==> config.mk <==
export PLATFORM = sky130hd
export DESIGN_NAME = i2c_target_regs
export DESIGN_NICKNAME = d
export VERILOG_FILES = /design/src/rtl/i2c_pkg.sv /design/src/rtl/i2c_bus_sync.sv /design/src/rtl/i2c_target_regs.sv
export SDC_FILE = /design/constraint.sdc
export NUM_CORES = 1
export LEC_CHECK = 0
export BUFFER_PORTS_ARGS = -buffer_cell sky130_fd_sc_hd__buf_2
export CAP_MARGIN = 20
export CELL_PAD_IN_SITES_DETAIL_PLACEMENT = 1
export CELL_PAD_IN_SITES_GLOBAL_PLACEMENT = 2
export CORE_ASPECT_RATIO = 1.75
export CORE_MARGIN = 2
export CORE_UTILIZATION = 37
export CTS_BUF_LIST = sky130_fd_sc_hd__clkbuf_16
export CTS_CLUSTER_DIAMETER = 150
export CTS_CLUSTER_SIZE = 30
export DETAILED_ROUTE_END_ITERATION = 6
export GPL_TIMING_DRIVEN = 0
export PLACE_DENSITY_LB_ADDON = 0.1
export SYNTH_ARGS = -nofsm -noshare
export SYNTH_HDL_FRONTEND = slang
export SYNTH_SLANG_ARGS = --single-unit
==> constraint.sdc <==
create_clock -name clk -period 2.6 [get_ports clk]
set_input_delay 0.13 -clock clk [delete_from_list [all_inputs] [get_ports clk]]
set_output_delay 0.13 -clock clk [all_outputs]
set_load 0.02 [all_outputs]
==> src/rtl/i2c_pkg.sv <==
`default_nettype none
// ============================================================================
// Module      : i2c_pkg
// Description : Shared types and constants for the I2C register target.
//               Holds the protocol FSM state encoding, the ACK/NACK line
//               levels and the width of the per-byte bit counter.
// Revision    : 1.0 - initial release
// ============================================================================
package i2c_pkg;

    typedef enum logic [3:0] {
        ST_IDLE      = 4'd0,
        ST_ADDR      = 4'd1,
        ST_ADDR_ACK  = 4'd2,
        ST_PTR       = 4'd3,
        ST_PTR_ACK   = 4'd4,
        ST_WDATA     = 4'd5,
        ST_WDATA_ACK = 4'd6,
        ST_RDATA     = 4'd7,
        ST_RDATA_ACK = 4'd8,
        ST_WAIT_RD   = 4'd9
    } i2c_state_e;

    // SDA levels during the acknowledge bit
    localparam logic I2C_ACK  = 1'b0;
    localparam logic I2C_NACK = 1'b1;

    // Bit counter runs 0..8 (eight data bits, then the ACK bit)
    localparam int                   BIT_CNT_W    = 4;
    localparam logic [BIT_CNT_W-1:0] BIT_CNT_LAST = 4'd8;

    function automatic logic [BIT_CNT_W-1:0] bit_cnt_next(input logic [BIT_CNT_W-1:0] cnt);
        return (cnt == BIT_CNT_LAST) ? '0 : cnt + 1'b1;
    endfunction

endpackage
`default_nettype wire

==> src/rtl/i2c_bus_sync.sv <==
`default_nettype none
// ============================================================================
// Module      : i2c_bus_sync
// Description : Brings the raw SCL/SDA pins into the clk domain and derives
//               SCL rise/fall and START/STOP conditions from the
//               synchronised samples.
// Ports       : clk, rst_n        - system clock, async active-low reset
//               scl_i, sda_i      - raw bus pins
//               sda               - synchronised SDA level
//               scl_rise/scl_fall - one-cycle SCL edge strobes
//               start_det         - SDA fell while SCL high
//               stop_det          - SDA rose while SCL high
// Revision    : 1.0 - initial release
// ============================================================================
module i2c_bus_sync #(
    parameter int SYNC_STAGES = 2
) (
    input  logic clk,
    input  logic rst_n,
    input  logic scl_i,
    input  logic sda_i,
    output logic sda,
    output logic scl_rise,
    output logic scl_fall,
    output logic start_det,
    output logic stop_det
);

    logic [SYNC_STAGES-1:0] scl_sync_q, scl_sync_d;
    logic [SYNC_STAGES-1:0] sda_sync_q, sda_sync_d;
    logic                   scl_prev_q, scl_prev_d;
    logic                   sda_prev_q, sda_prev_d;
    logic                   scl_s;

    assign scl_s = scl_sync_q[SYNC_STAGES-1];
    assign sda   = sda_sync_q[SYNC_STAGES-1];

    always_comb begin
        scl_sync_d = {scl_sync_q[SYNC_STAGES-2:0], scl_i};
        sda_sync_d = {sda_sync_q[SYNC_STAGES-2:0], sda_i};
        scl_prev_d = scl_s;
        sda_prev_d = sda;
    end

    // Reset to all ones: an idle bus has both lines high, so no false
    // edges are seen when reset is released.
    always_ff @(posedge clk or negedge rst_n) begin
        if (!rst_n) begin
            scl_sync_q <= '1;
            sda_sync_q <= '1;
            scl_prev_q <= 1'b1;
            sda_prev_q <= 1'b1;
        end else begin
            scl_sync_q <= scl_sync_d;
            sda_sync_q <= sda_sync_d;
            scl_prev_q <= scl_prev_d;
            sda_prev_q <= sda_prev_d;
        end
    end

    assign scl_rise  =  scl_s & ~scl_prev_q;
    assign scl_fall  = ~scl_s &  scl_prev_q;
    // SCL must be high on both samples so an SDA change that coincides
    // with an SCL edge is never taken for START/STOP.
    assign start_det = scl_s & scl_prev_q &  sda_prev_q & ~sda;
    assign stop_det  = scl_s & scl_prev_q & ~sda_prev_q &  sda;

endmodule
`default_nettype wire

==> src/rtl/i2c_target_regs.sv <==
`default_nettype none
// ============================================================================
// Module      : i2c_target_regs
// Description : I2C target exposing a byte-addressed register space.
//               A write transaction loads the pointer with the first byte and
//               writes following bytes at auto-incrementing addresses. A read
//               transaction returns bytes from the pointer onwards.
// Ports       : clk, rst_n              - system clock, async active-low reset
//               scl_i, sda_i            - raw bus pins
//               scl_oe, sda_oe          - 1 pulls the line low
//               mem_addr/wdata/we       - one-cycle write strobe
//               mem_re/rdata/rvalid     - one-cycle read request and return
//               busy                    - between START and STOP
//               nack_seen               - pulse on controller NACK of a read
// Config      : I2C_TARGET_CLK_STRETCH_EN - hold SCL low in WAIT_RD until
//               mem_rvalid. Undefined: scl_oe tied low, read data captured
//               one clk after mem_re.
// Revision    : 1.0 - initial release
// ============================================================================
module i2c_target_regs
    import i2c_pkg::*;
#(
    parameter logic [6:0] TARGET_ADDR = 7'h50,
    parameter int         DEPTH       = 16,
    parameter int         SYNC_STAGES = 2
) (
    input  logic                     clk,
    input  logic                     rst_n,
    input  logic                     scl_i,
    input  logic                     sda_i,
    output logic                     scl_oe,
    output logic                     sda_oe,
    output logic [$clog2(DEPTH)-1:0] mem_addr,
    output logic [7:0]               mem_wdata,
    output logic                     mem_we,
    output logic                     mem_re,
    input  logic [7:0]               mem_rdata,
    input  logic                     mem_rvalid,
    output logic                     busy,
    output logic                     nack_seen
);

    localparam int PW = $clog2(DEPTH);

    logic sda, scl_rise, scl_fall, start_det, stop_det;

    i2c_bus_sync #(
        .SYNC_STAGES (SYNC_STAGES)
    ) u_bus_sync (
        .clk       (clk),
        .rst_n     (rst_n),
        .scl_i     (scl_i),
        .sda_i     (sda_i),
        .sda       (sda),
        .scl_rise  (scl_rise),
        .scl_fall  (scl_fall),
        .start_det (start_det),
        .stop_det  (stop_det)
    );

    i2c_state_e           state_q, state_d;
    logic [BIT_CNT_W-1:0] bit_cnt_q, bit_cnt_d;
    logic [7:0]           shift_q, shift_d;
    logic [PW-1:0]        ptr_q, ptr_d;
    logic                 rw_q, rw_d;
    logic                 sda_oe_q, sda_oe_d;
    logic [PW-1:0]        mem_addr_q, mem_addr_d;
    logic [7:0]           mem_wdata_q, mem_wdata_d;
    logic                 mem_we_q, mem_we_d;
    logic                 mem_re_q, mem_re_d;
    logic                 nack_seen_q, nack_seen_d;
    logic                 busy_q, busy_d;
    logic                 issue_rd;
    logic                 rd_capture;
    logic [PW-1:0]        ptr_inc;
    logic [PW-1:0]        ptr_load;

    // Explicit wrap so non-power-of-two depths stay inside 0..DEPTH-1
    assign ptr_inc  = (ptr_q == PW'(DEPTH - 1)) ? '0 : ptr_q + 1'b1;
    assign ptr_load = PW'({24'd0, shift_q} % 32'(DEPTH));

`ifdef I2C_TARGET_CLK_STRETCH_EN
    logic scl_oe_q, scl_oe_d;

    assign rd_capture = (state_q == ST_WAIT_RD) && mem_rvalid;
    assign scl_oe     = scl_oe_q;

    always_ff @(posedge clk or negedge rst_n) begin
        if (!rst_n) scl_oe_q <= 1'b0;
        else        scl_oe_q <= scl_oe_d;
    end
`else
    // Fixed-latency memory: data is present the cycle after mem_re
    logic rd_pend_q, rd_pend_d;
    logic unused_rvalid;

    assign rd_pend_d     = mem_re_q;
    assign rd_capture    = (state_q == ST_WAIT_RD) && rd_pend_q;
    assign scl_oe        = 1'b0;
    assign unused_rvalid = mem_rvalid;

    always_ff @(posedge clk or negedge rst_n) begin
        if (!rst_n) rd_pend_q <= 1'b0;
        else        rd_pend_q <= rd_pend_d;
    end
`endif

    always_comb begin
        state_d     = state_q;
        bit_cnt_d   = bit_cnt_q;
        shift_d     = shift_q;
        ptr_d       = ptr_q;
        rw_d        = rw_q;
        sda_oe_d    = sda_oe_q;
        mem_addr_d  = mem_addr_q;
        mem_wdata_d = mem_wdata_q;
        mem_we_d    = 1'b0;
        mem_re_d    = 1'b0;
        nack_seen_d = 1'b0;
        busy_d      = busy_q;
        issue_rd    = 1'b0;
`ifdef I2C_TARGET_CLK_STRETCH_EN
        scl_oe_d    = scl_oe_q;
`endif

        if (start_det || stop_det) begin
            // Bus conditions override everything, including a partial byte
            state_d   = start_det ? ST_ADDR : ST_IDLE;
            busy_d    = start_det;
            bit_cnt_d = '0;
            sda_oe_d  = 1'b0;
`ifdef I2C_TARGET_CLK_STRETCH_EN
            scl_oe_d  = 1'b0;
`endif
        end else begin
            if (scl_rise && (state_q != ST_IDLE) && (state_q != ST_WAIT_RD)) begin
                bit_cnt_d = bit_cnt_next(bit_cnt_q);
            end

            case (state_q)
                ST_ADDR, ST_PTR, ST_WDATA: begin
                    if (scl_rise) begin
                        shift_d = {shift_q[6:0], sda};
                    end
                    // Falling edge after the 8th bit: byte complete, drive ACK
                    if (scl_fall && (bit_cnt_q == BIT_CNT_LAST)) begin
                        sda_oe_d = 1'b1;
                        if (state_q == ST_ADDR) begin
                            if (shift_q[7:1] == TARGET_ADDR) begin
                                rw_d    = shift_q[0];
                                state_d = ST_ADDR_ACK;
                            end else begin
                                sda_oe_d = 1'b0;
                                state_d  = ST_IDLE;
                            end
                        end else if (state_q == ST_PTR) begin
                            ptr_d   = ptr_load;
                            state_d = ST_PTR_ACK;
                        end else begin
                            mem_we_d    = 1'b1;
                            mem_addr_d  = ptr_q;
                            mem_wdata_d = shift_q;
                            ptr_d       = ptr_inc;
                            state_d     = ST_WDATA_ACK;
                        end
                    end
                end

                ST_ADDR_ACK: begin
                    if (scl_fall) begin
                        sda_oe_d = 1'b0;
                        if (rw_q) issue_rd = 1'b1;
                        else      state_d  = ST_PTR;
                    end
                end

                ST_PTR_ACK, ST_WDATA_ACK: begin
                    if (scl_fall) begin
                        sda_oe_d = 1'b0;
                        state_d  = ST_WDATA;
                    end
                end

                ST_WAIT_RD: begin
                    // SCL is low here, so the first data bit goes straight out
                    if (rd_capture) begin
                        shift_d   = mem_rdata;
                        sda_oe_d  = ~mem_rdata[7];
                        bit_cnt_d = '0;
                        state_d   = ST_RDATA;
`ifdef I2C_TARGET_CLK_STRETCH_EN
                        scl_oe_d  = 1'b0;
`endif
                    end
                end

                ST_RDATA: begin
                    if (scl_fall && (bit_cnt_q != '0)) begin
                        if (bit_cnt_q == BIT_CNT_LAST) begin
                            sda_oe_d = 1'b0;
                            state_d  = ST_RDATA_ACK;
                        end else begin
                            shift_d  = {shift_q[6:0], 1'b0};
                            sda_oe_d = ~shift_q[6];
                        end
                    end
                end

                ST_RDATA_ACK: begin
                    if (scl_rise && (sda == I2C_NACK)) begin
                        // Controller is done; idle until START/STOP
                        nack_seen_d = 1'b1;
                        state_d     = ST_IDLE;
                    end else if (scl_fall) begin
                        issue_rd = 1'b1;
                    end
                end

                default: begin
                end
            endcase

            if (issue_rd) begin
                mem_re_d   = 1'b1;
                mem_addr_d = ptr_q;
                ptr_d      = ptr_inc;
                state_d    = ST_WAIT_RD;
`ifdef I2C_TARGET_CLK_STRETCH_EN
                scl_oe_d   = 1'b1;
`endif
            end
        end
    end

    always_ff @(posedge clk or negedge rst_n) begin
        if (!rst_n) begin
            state_q     <= ST_IDLE;
            bit_cnt_q   <= '0;
            shift_q     <= '0;
            ptr_q       <= '0;
            rw_q        <= 1'b0;
            sda_oe_q    <= 1'b0;
            mem_addr_q  <= '0;
            mem_wdata_q <= '0;
            mem_we_q    <= 1'b0;
            mem_re_q    <= 1'b0;
            nack_seen_q <= 1'b0;
            busy_q      <= 1'b0;
        end else begin
            state_q     <= state_d;
            bit_cnt_q   <= bit_cnt_d;
            shift_q     <= shift_d;
            ptr_q       <= ptr_d;
            rw_q        <= rw_d;
            sda_oe_q    <= sda_oe_d;
            mem_addr_q  <= mem_addr_d;
            mem_wdata_q <= mem_wdata_d;
            mem_we_q    <= mem_we_d;
            mem_re_q    <= mem_re_d;
            nack_seen_q <= nack_seen_d;
            busy_q      <= busy_d;
        end
    end

    assign sda_oe    = sda_oe_q;
    assign mem_addr  = mem_addr_q;
    assign mem_wdata = mem_wdata_q;
    assign mem_we    = mem_we_q;
    assign mem_re    = mem_re_q;
    assign busy      = busy_q;
    assign nack_seen = nack_seen_q;

endmodule
`default_nettype wire

==> results.tsv, run 1 <==
stage	metric	value	unit
drt	postRouteWirelength	5.86	mm
die	die_h	109	µm
synthesis	synth-async-reset-ratio	100	%
die	core_area	6180	µm²
pwr	leakage	1.29	nW
drt	wl_per_cell	17.5	µm
synthesis	syn_nets	232	
critical_path	start_kind	register	
synthesis	synthCells	216	
placed_design	globalplace.congestion	0.822	
critical_path	cp.arrival	2.45	ns
timing	skew	0.00718	ns
drt	via_count	1776	
pwr	powerDensity	911	nW/µm²
die	rows	38	
critical_path	timing.rr.start	bit_cnt_q[0]$_DFF_PN0_	
cts	cts_resized	0	
cts	clock_latency	0.29	ns
final_layout	nets	269	
cts	numCtsBuffers	5	
drt	dr.pass1.iters	4	
timing	hold_violations	5	
critical_path	cp-endpoint	shift_q[2]$_DFFE_PN0P_	
die	fp.dieW	64.2	µm
pwr	swShare	36.2	%
global_route	grt.overflow.total	0	
synthesis	syn_area	2350	µm²
synthesis	synth.avg_cell_area	10.9	µm²
timing	period_needed	2.29	ns
critical_path	required	2.77	ns
placed_design	placed_area	2590	µm²
final_layout	drive_gt1_share	33.1	%
drt	drc	0	
timing	grt_setup_unrepaired	false	
critical_path	end_kind	register	
final_layout	area_growth	16.9	%
critical_path	path_cells	inv_1 -> ha_1 -> nor2b_1 -> nor2_1 -> o21ai_1 -> a2111oi_4 -> mux2_2	
critical_path	critical_path_class	reg2reg	
critical_path	worstSetupStartpoint	bit_cnt_q[0]$_DFF_PN0_	
cts	cts.sinks	45	
timing	tns	0	ns
worst_hold_path	hp-class	in2async	
placed_design	place.detailed.hpwl	4.34	mm
drt	detail_route.iter0.violations	84	
timing	fmax	437	MHz
synthesis	synthDistinctLibCells	48	
timing	hold_ws	-0.00414	ns
pwr	p_comb_share	37.6	%
final_layout	antennaDiodeCount	0	
timing	setup_viol_count_final	0	
global_route	grtUsageTotal	18.4	%
die	initial_core_util	38.0	%
synthesis	ys_seq_area_share	48.3	%
cts	clockBufferDepth	2	
synthesis	ys_seq_elements	45	
cts	post_cts_buffers	0	
cts	htreeDepth	2	
run	maxCapViolations	0	
run_status	outcome	finished, violations left	
cts	clk_pin_slew	0.06	ns
critical_path	r2r_slack	0.31	ns
synthesis	synth_edf_count	0	
critical_path	r2r-end	shift_q[2]$_DFFE_PN0P_	
cts	cts-root-buf	clkbuf_16	
run_status	violations	hold timing	
pwr	intPower	1.60	mW
synthesis	synth_ff_type	dfrtp_1	
die	pin_count	31	
timing	final-max-slew-violation-count	0	
timing	min_period_over_period	88.0	%
cts	cts_tree	built	
final_layout	design_area	2750	µm²
pwr	p_switching	0.906	mW
drt	route.antenna.remaining_nets	0	
drt	viasPerCell	5.32	
placed_design	io_buffers	28	
pwr	power	2.50	mW
pwr	p_clk_share	23.9	%
critical_path	slowest_delay	0.67	ns
critical_path	reg2reg_depth	7	
global_route	grt_pass1_wl	9.56	mm
synthesis	ys_warn_count	0	
critical_path	slowest_stage	a2111oi_4	
global_route	grt_antenna_before_repair	0	
pwr	seqPwrFrac	38.5	%
timing	max_slew_margin	34.4	%
timing	tightest_slew	0.984	ns
final_layout	final_core_util	44.4	%
critical_path	crit_fanout	8	
pwr	vdd_drop_max	0.407	mV
die	die_area	7030	µm²
global_route	grt_max_degree	46	
global_route	first_global_vias	1877	
## power by group through the flow
stage          clock network, mW  registers (mW)  logic (mW)
2_1_floorplan                  0           0.938       0.715
5_1_grt                    0.652           0.987        1.05
3_3_place_gp                   0           0.979       0.934
3_5_place_dp                   0           0.981       0.947
6_report                   0.597           0.965       0.941
4_1_cts                    0.620           0.969       0.954
## worst max-delay path, delay by kind of cell, from the launching register on
kind | cells | cell delay (ns)
and+or+nand+nor | 2 | 0.29
adders and majority gates | 1 | 0.23
muxes | 1 | 0.41
buffers and inverters | 1 | 0.06
DFF | 1 | 0.41
AOI/OAI and AO/OA | 2 | 0.77
## logic make-up (layout without fill, tap and decap cells)
family | Yosys count | in the layout | synth area share (%)
simple gates | 67 | 67 | 15.9
compound gates | 47 | 47 | 13.4
flops | 45 | 45 | 48.3
mux | 33 | 33 | 15.7
buf+inv | 14 | 52 | 2.77
xor+xnor | 6 | 6 | 2.24
fa+ha+maj | 3 | 3 | 1.60
other cells | 1 | 1 | 0.160
## placed cells by master, fill, tap and decap left out, types with 3 or more instances in the layout
cell / netlist / final
nand2_1: 14 / 14
clkbuf_16: 0 / 5
dfrtp_1: 39 / 39
buf_2: 7 / 35
xor2_1: 3 / 3
a21oi_1: 12 / 12
mux2_2: 30 / 30
o21ai_1: 3 / 3
nand3b_1: 3 / 3
ha_1: 3 / 3
nor2_1: 17 / 17
inv_1: 6 / 8
nor3_1: 4 / 4
mux2i_1: 3 / 3
nor2b_1: 4 / 4
dfstp_2: 6 / 6
o21ai_0: 14 / 14
a31oi_1: 3 / 3
xnor2_1: 3 / 3
nand2b_1: 7 / 7
## Yosys cell counts, types with 2 or more instances
| library cell | number | area, µm² |
|---|---|---|
| o21ai_1 | 3 | 15.0 |
| nand2b_1 | 7 | 43.8 |
| xor2_1 | 3 | 26.3 |
| nor2b_1 | 4 | 25.0 |
| nand2_1 | 14 | 52.6 |
| a21boi_0 | 2 | 15.0 |
| dfstp_2 | 6 | 158 |
| mux2_2 | 30 | 338 |
| dfrtp_1 | 39 | 976 |
| nor2_1 | 17 | 63.8 |
| inv_1 | 6 | 22.5 |
| a21oi_1 | 12 | 60.1 |
| nor3b_1 | 2 | 15.0 |
| nand4b_1 | 2 | 17.5 |
| o21ai_0 | 14 | 70.1 |
| ha_1 | 3 | 37.5 |
| nand3b_1 | 3 | 22.5 |
| o31ai_1 | 2 | 15.0 |
| nor3_1 | 4 | 20.0 |
| mux2i_1 | 3 | 30.0 |
| xnor2_1 | 3 | 26.3 |
| a31oi_1 | 3 | 18.8 |
| buf_2 | 7 | 35.0 |
| nor3_2 | 2 | 20.0 |
| nor4_1 | 2 | 12.5 |
## sequential cells by signal, summed over array words and instances, names as in the netlist
register / cells
u_bus_sync.sda_prev_q: 1
mem_re: 1
mem_we: 1
nack_seen: 1
sda_oe: 1
ptr_q: 4
rd_pend_q: 1
rw_q: 1
state_q: 4
busy: 1
shift_q: 8
mem_wdata: 8
mem_addr: 4
u_bus_sync.scl_prev_q: 1
u_bus_sync.sda_sync_q: 2
u_bus_sync.scl_sync_q: 2
bit_cnt_q: 4
## timing repair
| action | in CTS | in global routing |
|---|---|---|
| endpoints found under the setup margin | 0 | 0 |
| endpoints found under the hold margin | 2 | 0 |
| hold buffers | 2 | 0 |
## layout make-up
class,count,area (µm²)
clock buffer,5,125
inverter,6,22.5
multi-input combinational,157,1150
buffer,8,42.5
sequential,45,1130
clock inverter,3,11.3
tap,80,100
fill,711,3440
timing repair buffer,30,160
## metal layers
layer  vias up  GRT usage (%)  wire length (µm)
li1        851              -                 -
met3        12           3.28               122
met4         0           9.88               174
met5         -              0                 0
met2        25           34.1              3270
met1       888           19.4              2290
## worst min-delay path by stage
stage,startpoint,cells after the start,to
global placement,sda_i,1,u_bus_sync.sda_sync_q[0]$_DFF_PN1_
CTS,rst_n,1,nack_seen$_DFF_PN0_
detailed placement,sda_i,1,u_bus_sync.sda_sync_q[0]$_DFF_PN1_
global route,rst_n,1,state_q[3]$_DFFE_PN0P_
floorplan,rst_n,0,bit_cnt_q[0]$_DFF_PN0_
finish,rst_n,1,state_q[0]$_DFFE_PN0P_
## stage by stage
step | std cells | hold WS [ns] | setup slack, ns
floorplan | 216 | -0.166 | 0.616
global placement | 324 | 0.236 | 0.316
detailed placement | 324 | 0.239 | 0.284
CTS | 334 | 0.0579 | 0.285
global route | 334 | 0.0741 | 0.185
finish | 334 | -0.00414 | 0.313
No activity file was read; power rests on OpenSTA's default activity.
==> run 2: changes to the inputs <==
--- a/config.mk
+++ b/config.mk
@@ -9,7 +9,7 @@
 export CAP_MARGIN = 20
 export CELL_PAD_IN_SITES_DETAIL_PLACEMENT = 1
 export CELL_PAD_IN_SITES_GLOBAL_PLACEMENT = 2
-export CORE_ASPECT_RATIO = 1.75
+export CORE_ASPECT_RATIO = 0.6
 export CORE_MARGIN = 2
 export CORE_UTILIZATION = 37
 export CTS_BUF_LIST = sky130_fd_sc_hd__clkbuf_16
@@ -18,6 +18,7 @@
 export DETAILED_ROUTE_END_ITERATION = 6
 export GPL_TIMING_DRIVEN = 0
 export PLACE_DENSITY_LB_ADDON = 0.1
+export SKIP_LAST_GASP = 1
 export SYNTH_ARGS = -nofsm -noshare
 export SYNTH_HDL_FRONTEND = slang
 export SYNTH_SLANG_ARGS = --single-unit
==> constraint.sdc (replaced) <==
create_clock -name clk -period 2.4 [get_ports clk]
set_input_delay 0.12 -clock clk [delete_from_list [all_inputs] [get_ports clk]]
set_output_delay 0.12 -clock clk [all_outputs]
set_load 0.02 [all_outputs]
==> run 2 against run 1 <==
- the run now ends clean
- critical path type unchanged
- first-iteration DRC count rose by 40%
- largest power group unchanged
- final area rose by 2.1%
- critical endpoint is now shift_q[5]$_DFFE_PN0P_
- setup slack got worse by 0.13 ns
- highest routed layer unchanged
==> results.tsv, run 2 (same netlist as run 1, synthesis figures left out) <==
stage	metric	value	unit
critical_path	crit_fanout	8	
worst_hold_path	hold_end	shift_q[4]$_DFFE_PN0P_	
pwr	powerDensity	986	nW/µm²
critical_path	timing.rr.start	u_bus_sync.sda_sync_q[1]$_DFF_PN1_	
global_route	first_global_vias	1818	
die	die_area	7020	µm²
drt	drc	0	
final_layout	n_fill_cell	705	
cts	cts_tree	built	
global_route	grt_pass1_wl	9.74	mm
die	die_h	65.7	µm
critical_path	critical_path_class	reg2reg	
timing	final-max-slew-violation-count	0	
cts	cts.sinks	45	
cts	clock_latency	0.29	ns
drt	routed.top_layer	met4	
final_layout	final_cell_mix	dfrtp_1, buf_2, mux2_2	
timing	setup_viol_count_final	0	
placed_design	globalplace.congestion	0.833	
die	fp.dieW	107	µm
timing	min_period_over_period	92.3	%
drt	dr.pass1.iters	4	
final_layout	drive_gt1_share	34.8	%
critical_path	start_kind	register	
die	pin_count	31	
global_route	grt_antenna_before_repair	0	
run_status	outcome	complete, no violations	
global_route	grt_max_degree	46	
critical_path	cp.arrival	2.39	ns
pwr	vdd_drop_max	0.359	mV
final_layout	final_common_cell	dfrtp_1	
worst_hold_path	hold_path_depth	3	
drt	detail_route.iter0.violations	118	
timing	hold_violations	0	
die	rows	22	
final_layout	final_core_util	45.8	%
drt	wl_met2	2.30	mm
cts	htreeDepth	2	
placed_design	io_buffers	28	
cts	clk_pin_slew	0.07	ns
placed_design	place.detailed.hpwl	4.18	mm
drt	viasPerCell	5.28	
global_route	grt.overflow.total	0	
cts	cts-root-buf	clkbuf_16	
timing	max_slew_margin	55.1	%
critical_path	end_kind	register	
worst_hold_path	min_from	mem_rdata[4]	
pwr	leakage	1.31	nW
drt	route.antenna.remaining_nets	0	
cts	numCtsBuffers	5	
timing	tightest_slew	0.674	ns
run	maxCapViolations	0	
drt	wl_per_cell	17.2	µm
critical_path	r2r_slack	0.18	ns
cts	clockBufferDepth	2	
final_layout	nets	271	
critical_path	r2r-end	shift_q[5]$_DFFE_PN0P_	
final_layout	antennaDiodeCount	0	
timing	period_needed	2.22	ns
final_layout	area_growth	19.3	%
drt	via_count	1794	
drt	m1WireLength	3.19	mm
timing	grt_setup_unrepaired	false	
worst_hold_path	hp-class	in2reg	
timing	fmax	451	MHz
die	core_area	6110	µm²
timing	skew	0.00435	ns
cts	post_cts_buffers	0	
timing	tns	0	ns
die	initial_core_util	38.4	%
critical_path	required	2.57	ns
drt	routed-wl-met3	309	µm
global_route	grtUsageTotal	18.3	%
drt	postRouteWirelength	5.84	mm
critical_path	reg2reg_depth	5	
## run 2: routing by layer
layer / track usage (%) / vias up
met3: 4.46 / 8
met5: 0 / -
met4: 3.90 / 0
met2: 24.6 / 46
met1: 28.9 / 888
li1: - / 852
## run 2: how the worst max path moves through the flow
stage          slack (ns)                  endpoint  depth (start not counted)                               start
5_1_grt              0.06    shift_q[6]$_DFFE_PN0P_                          5  u_bus_sync.sda_sync_q[1]$_DFF_PN1_
3_3_place_gp         0.11  mem_wdata[4]$_DFFE_PN0P_                          6              bit_cnt_q[0]$_DFF_PN0_
4_1_cts              0.11    shift_q[5]$_DFFE_PN0P_                          7              bit_cnt_q[0]$_DFF_PN0_
6_report             0.18    shift_q[5]$_DFFE_PN0P_                          5  u_bus_sync.sda_sync_q[1]$_DFF_PN1_
2_1_floorplan        0.42    shift_q[0]$_DFFE_PN0P_                          7              bit_cnt_q[0]$_DFF_PN0_
3_5_place_dp         0.02  mem_wdata[6]$_DFFE_PN0P_                          6              bit_cnt_q[0]$_DFF_PN0_
## run 2: through the flow
stage / total power [mW] / instance area [µm²] / std cells / setup WS, ns / hold WS [ns]
CTS: 2.78 / 2770 / 338 / 0.108 / 0.0550
global route: 2.96 / 2800 / 340 / 0.0642 / 0.204
floorplan: 1.79 / 2350 / 216 / 0.416 / -0.176
detailed placement: 2.07 / 2590 / 328 / 0.0208 / 0.227
global placement: 2.06 / 2590 / 328 / 0.110 / 0.225
finish: 2.76 / 2800 / 340 / 0.184 / 0.193
## run 2: layout make-up
cell class	instances	area (µm²)	area share [%]
inverter	6	22.5	0.804
clock buffer	5	125	4.47
tap	84	105	3.75
buffer	8	42.5	1.52
timing repair buffer	32	190	6.79
clock inverter	3	21.3	0.759
multi-input combinational	157	1160	41.4
sequential	45	1130	40.5
## run 2: worst max-delay path, stage by stage (launching register included)
cell       delay, ns
dfstp_2         0.60
xor2_1          0.11
nor2b_1         0.13
buf_2           0.18
a2111oi_4       0.67
mux2_2          0.41
## run 2: report_power, final
| part | leakage [nW] | switching (mW) | internal, mW | total (mW) |
|---|---|---|---|---|
| Clock | 0.0702 | 0.300 | 0.388 | 0.688 |
| Combinational | 0.654 | 0.565 | 0.461 | 1.03 |
| Sequential | 0.586 | 0.155 | 0.894 | 1.05 |
## run 2: repair_timing
| action | CTS | global route |
|---|---|---|
| pin swaps | 0 | 1 |
| endpoints found under the setup margin | 8 | 9 |
| hold endpoints to repair | 2 | 39 |
| hold buffers | 2 | 1 |
| resized for setup | 1 | 1 |
==> run 3: changes to the inputs <==
--- a/config.mk
+++ b/config.mk
@@ -5,13 +5,14 @@
 export SDC_FILE = /design/constraint.sdc
 export NUM_CORES = 1
 export LEC_CHECK = 0
+export ABC_AREA = 1
 export BUFFER_PORTS_ARGS = -buffer_cell sky130_fd_sc_hd__buf_2
 export CAP_MARGIN = 20
 export CELL_PAD_IN_SITES_DETAIL_PLACEMENT = 1
 export CELL_PAD_IN_SITES_GLOBAL_PLACEMENT = 2
 export CORE_ASPECT_RATIO = 0.6
 export CORE_MARGIN = 2
-export CORE_UTILIZATION = 37
+export CORE_UTILIZATION = 35
 export CTS_BUF_LIST = sky130_fd_sc_hd__clkbuf_16
 export CTS_CLUSTER_DIAMETER = 150
 export CTS_CLUSTER_SIZE = 30
==> run 3 against run 2 <==
- flip-flop and latch count unchanged
- power is 16% higher
- cell count up 25%
- die area increased by 13%
- synthesized area is 7.2% higher
- routed wire length grew 15%
- utilization shrank 2.5 points
- sequential power grew 4%
- critical path type unchanged
==> results.tsv, run 3 <==
stage	metric	value	unit
synthesis	synth.area.top_cells	dfrtp_1, nand2_1, dfstp_2	
critical_path	slowest_stage	dfrtp_1	
cts	cts_tree	built	
critical_path	slowest_delay	0.40	ns
timing	tns	0	ns
die	core_area	6820	µm²
pwr	vdd_drop_max	0.426	mV
placed_design	place.detailed.hpwl	5.27	mm
critical_path	required	2.63	ns
cts	numCtsBuffers	5	
synthesis	post-synth-top-count-cell	nand2_1	
timing	grt_setup_unrepaired	false	
cts	cts.sinks	45	
pwr	powerDensity	1080	nW/µm²
synthesis	ys_warn_count	0	
drt	route.antenna.remaining_nets	0	
die	rows	23	
final_layout	final_cell_mix	nand2_1, dfrtp_1, inv_1	
timing	min_period_over_period	80.5	%
die	initial_core_util	36.9	%
die	pin_count	31	
drt	wl_per_cell	15.8	µm
final_layout	register_area	1130	µm²
critical_path	critical_path_class	reg2reg	
synthesis	syn_area	2520	µm²
critical_path	path_cells	inv_1 -> ha_1 -> inv_1 -> nor2_1 -> nand3_1 -> nand2_1 -> nor2_1 -> nor2_1 -> nand3_2 -> nand2_2 -> nand2_1 -> nand2_1	
synthesis	ys_seq_elements	45	
synthesis	synth_top_area_share	38.7	%
final_layout	nets	353	
global_route	grt_max_degree	46	
cts	clock_latency	0.29	ns
worst_hold_path	hp-class	in2reg	
synthesis	synthCells	298	
final_layout	multi_input_area	1200	µm²
timing	final-max-slew-violation-count	0	
drt	postRouteWirelength	6.69	mm
drt	dr.pass1.iters	4	
run_status	outcome	complete, no violations	
global_route	grt.overflow.total	0	
final_layout	drive_gt1_share	30.2	%
cts	clockBufferDepth	2	
cts	cts-root-buf	clkbuf_16	
critical_path	cp.arrival	2.16	ns
drt	drc	0	
synthesis	synthDistinctLibCells	33	
critical_path	cp_num_buf_inv	2	
cts	clk_pin_slew	0.06	ns
placed_design	io_buffers	28	
final_layout	area_growth	17.4	%
placed_design	globalplace.congestion	0.841	
cts	htreeDepth	2	
synthesis	synth.avg_cell_area	8.45	µm²
synthesis	ys_seq_area_share	45.0	%
die	die_h	69.7	µm
critical_path	crit_fanout	5	
timing	skew	0.00715	ns
final_layout	n_fill_cell	824	
die	die_area	7910	µm²
pwr	power	3.19	mW
global_route	grt_pass1_wl	11.5	mm
timing	period_needed	1.93	ns
final_layout	final_common_cell	nand2_1	
cts	cts_resized	0	
synthesis	synth_ff_type	dfrtp_1	
timing	hold_violations	0	
global_route	grtUsageTotal	18.7	%
global_route	grt_antenna_before_repair	0	
timing	hold_ws	0.125	ns
timing	fmax	517	MHz
synthesis	yosysTopAreaCell	dfrtp_1	
critical_path	cp_top_family	simple AND/OR/NAND/NOR gates	
synthesis	synth_edf_count	0	
pwr	leakage	1.47	nW
die	fp.dieW	114	µm
critical_path	start_kind	register	
drt	via_count	2061	
run	maxCapViolations	0	
timing	setup_viol_count_final	0	
final_layout	antennaDiodeCount	0	
synthesis	syn_nets	314	
synthesis	synth-async-reset-ratio	100	%
drt	viasPerCell	4.85	
drt	detail_route.iter0.violations	95	
global_route	first_global_vias	2109	
synthesis	synth_common_cells	nand2_1, dfrtp_1, inv_1	
critical_path	end_kind	register	
run 3: cell count changes in the layout (fill, tap and decap cells not counted), sizes merged, moves of 5 or more:
cell,change
o21ai,+23
nor2,+19
mux2,-30
a21oi,-6
inv,+29
nand2,+71
nand3,+23
o211ai,+5
nand2b,-8
run 3: area by class of cell:
class	instances	share of cell area, %
Clock inverter	3	0.508
Buffer	6	1.78
Tap cell	87	3.68
Sequential cell	45	38.3
Timing Repair Buffer	32	6.43
Inverter	34	4.48
Clock buffer	5	4.23
Multi-Input combinational cell	213	40.6
run 3: stage by stage:
step	instances	setup WS [ns]	instance area, µm²	utilization, %
after floorplan	298	0.850	2520	-
after global placement	413	0.481	2770	40.6
after detailed placement	413	0.483	2770	40.6
after CTS	423	0.459	2930	42.9
after global routing	425	0.193	2960	43.4
final	425	0.467	2960	43.4
run 3: tightest hold or removal path, stage by stage:
cell and delay [ns]:
buf_2 0.08, mux2i_1 0.05, o21ai_1 0.12
run 3: what timing repair did:
item	CTS	global route
hold endpoints to repair	2	40
setup buffers	0	0
hold buffers	2	1
run 3: cells by family (layout without fill, tap and decap cells):
group,count (synthesis),count (layout),share of synthesized area [%]
AO/OA/AOI/OAI,55,55,15.3
XOR/XNOR,1,1,0.348
multiplexers,1,1,0.397
other,1,1,0.149
flip-flops,45,45,45.0
adder cells (fa/ha/maj),3,3,1.49
buffers and inverters,40,80,7.35
AND/OR/NAND/NOR,152,152,30.0
run 3: power by group:
group | leakage [nW] | switching, mW | internal [mW] | total [mW]
clock | 0.0724 | 0.297 | 0.379 | 0.676
sequential | 0.585 | 0.176 | 0.918 | 1.09
combinational | 0.809 | 0.954 | 0.470 | 1.42
total | 1.47 | 1.43 | 1.77 | 3.19
run 3: final timing paths:
| kind | startpoint | to | slack (ns) | cells past startpoint |
|---|---|---|---|---|
| setup / recovery | bit_cnt_q[0]$_DFF_PN0_ | state_q[2]$_DFFE_PN0P_ | 0.47 | 12 |
| hold / removal | mem_rdata[6] | shift_q[6]$_DFFE_PN0P_ | 0.13 | 3 |
| setup reg to reg | bit_cnt_q[0]$_DFF_PN0_ | state_q[2]$_DFFE_PN0P_ | 0.47 | 12 |
| hold reg to reg | u_bus_sync.scl_sync_q[0]$_DFF_PN1_ | u_bus_sync.scl_sync_q[1]$_DFF_PN1_ | 0.36 | 0 |
| max in group asynchronous | rst_n | u_bus_sync.sda_prev_q$_DFF_PN1_ | 1.68 | 3 |
| min in group asynchronous | rst_n | mem_addr[2]$_DFFE_PN0P_ | 0.20 | 2 |
run 3: layer usage:
layer | track usage (%) | vias up | wire, µm
met4 | 3.66 | 0 | 57
li1 | - | 1045 | -
met5 | 0 | - | 0
met1 | 30.7 | 970 | 3830
met2 | 24.3 | 39 | 2470
met3 | 4.55 | 7 | 338
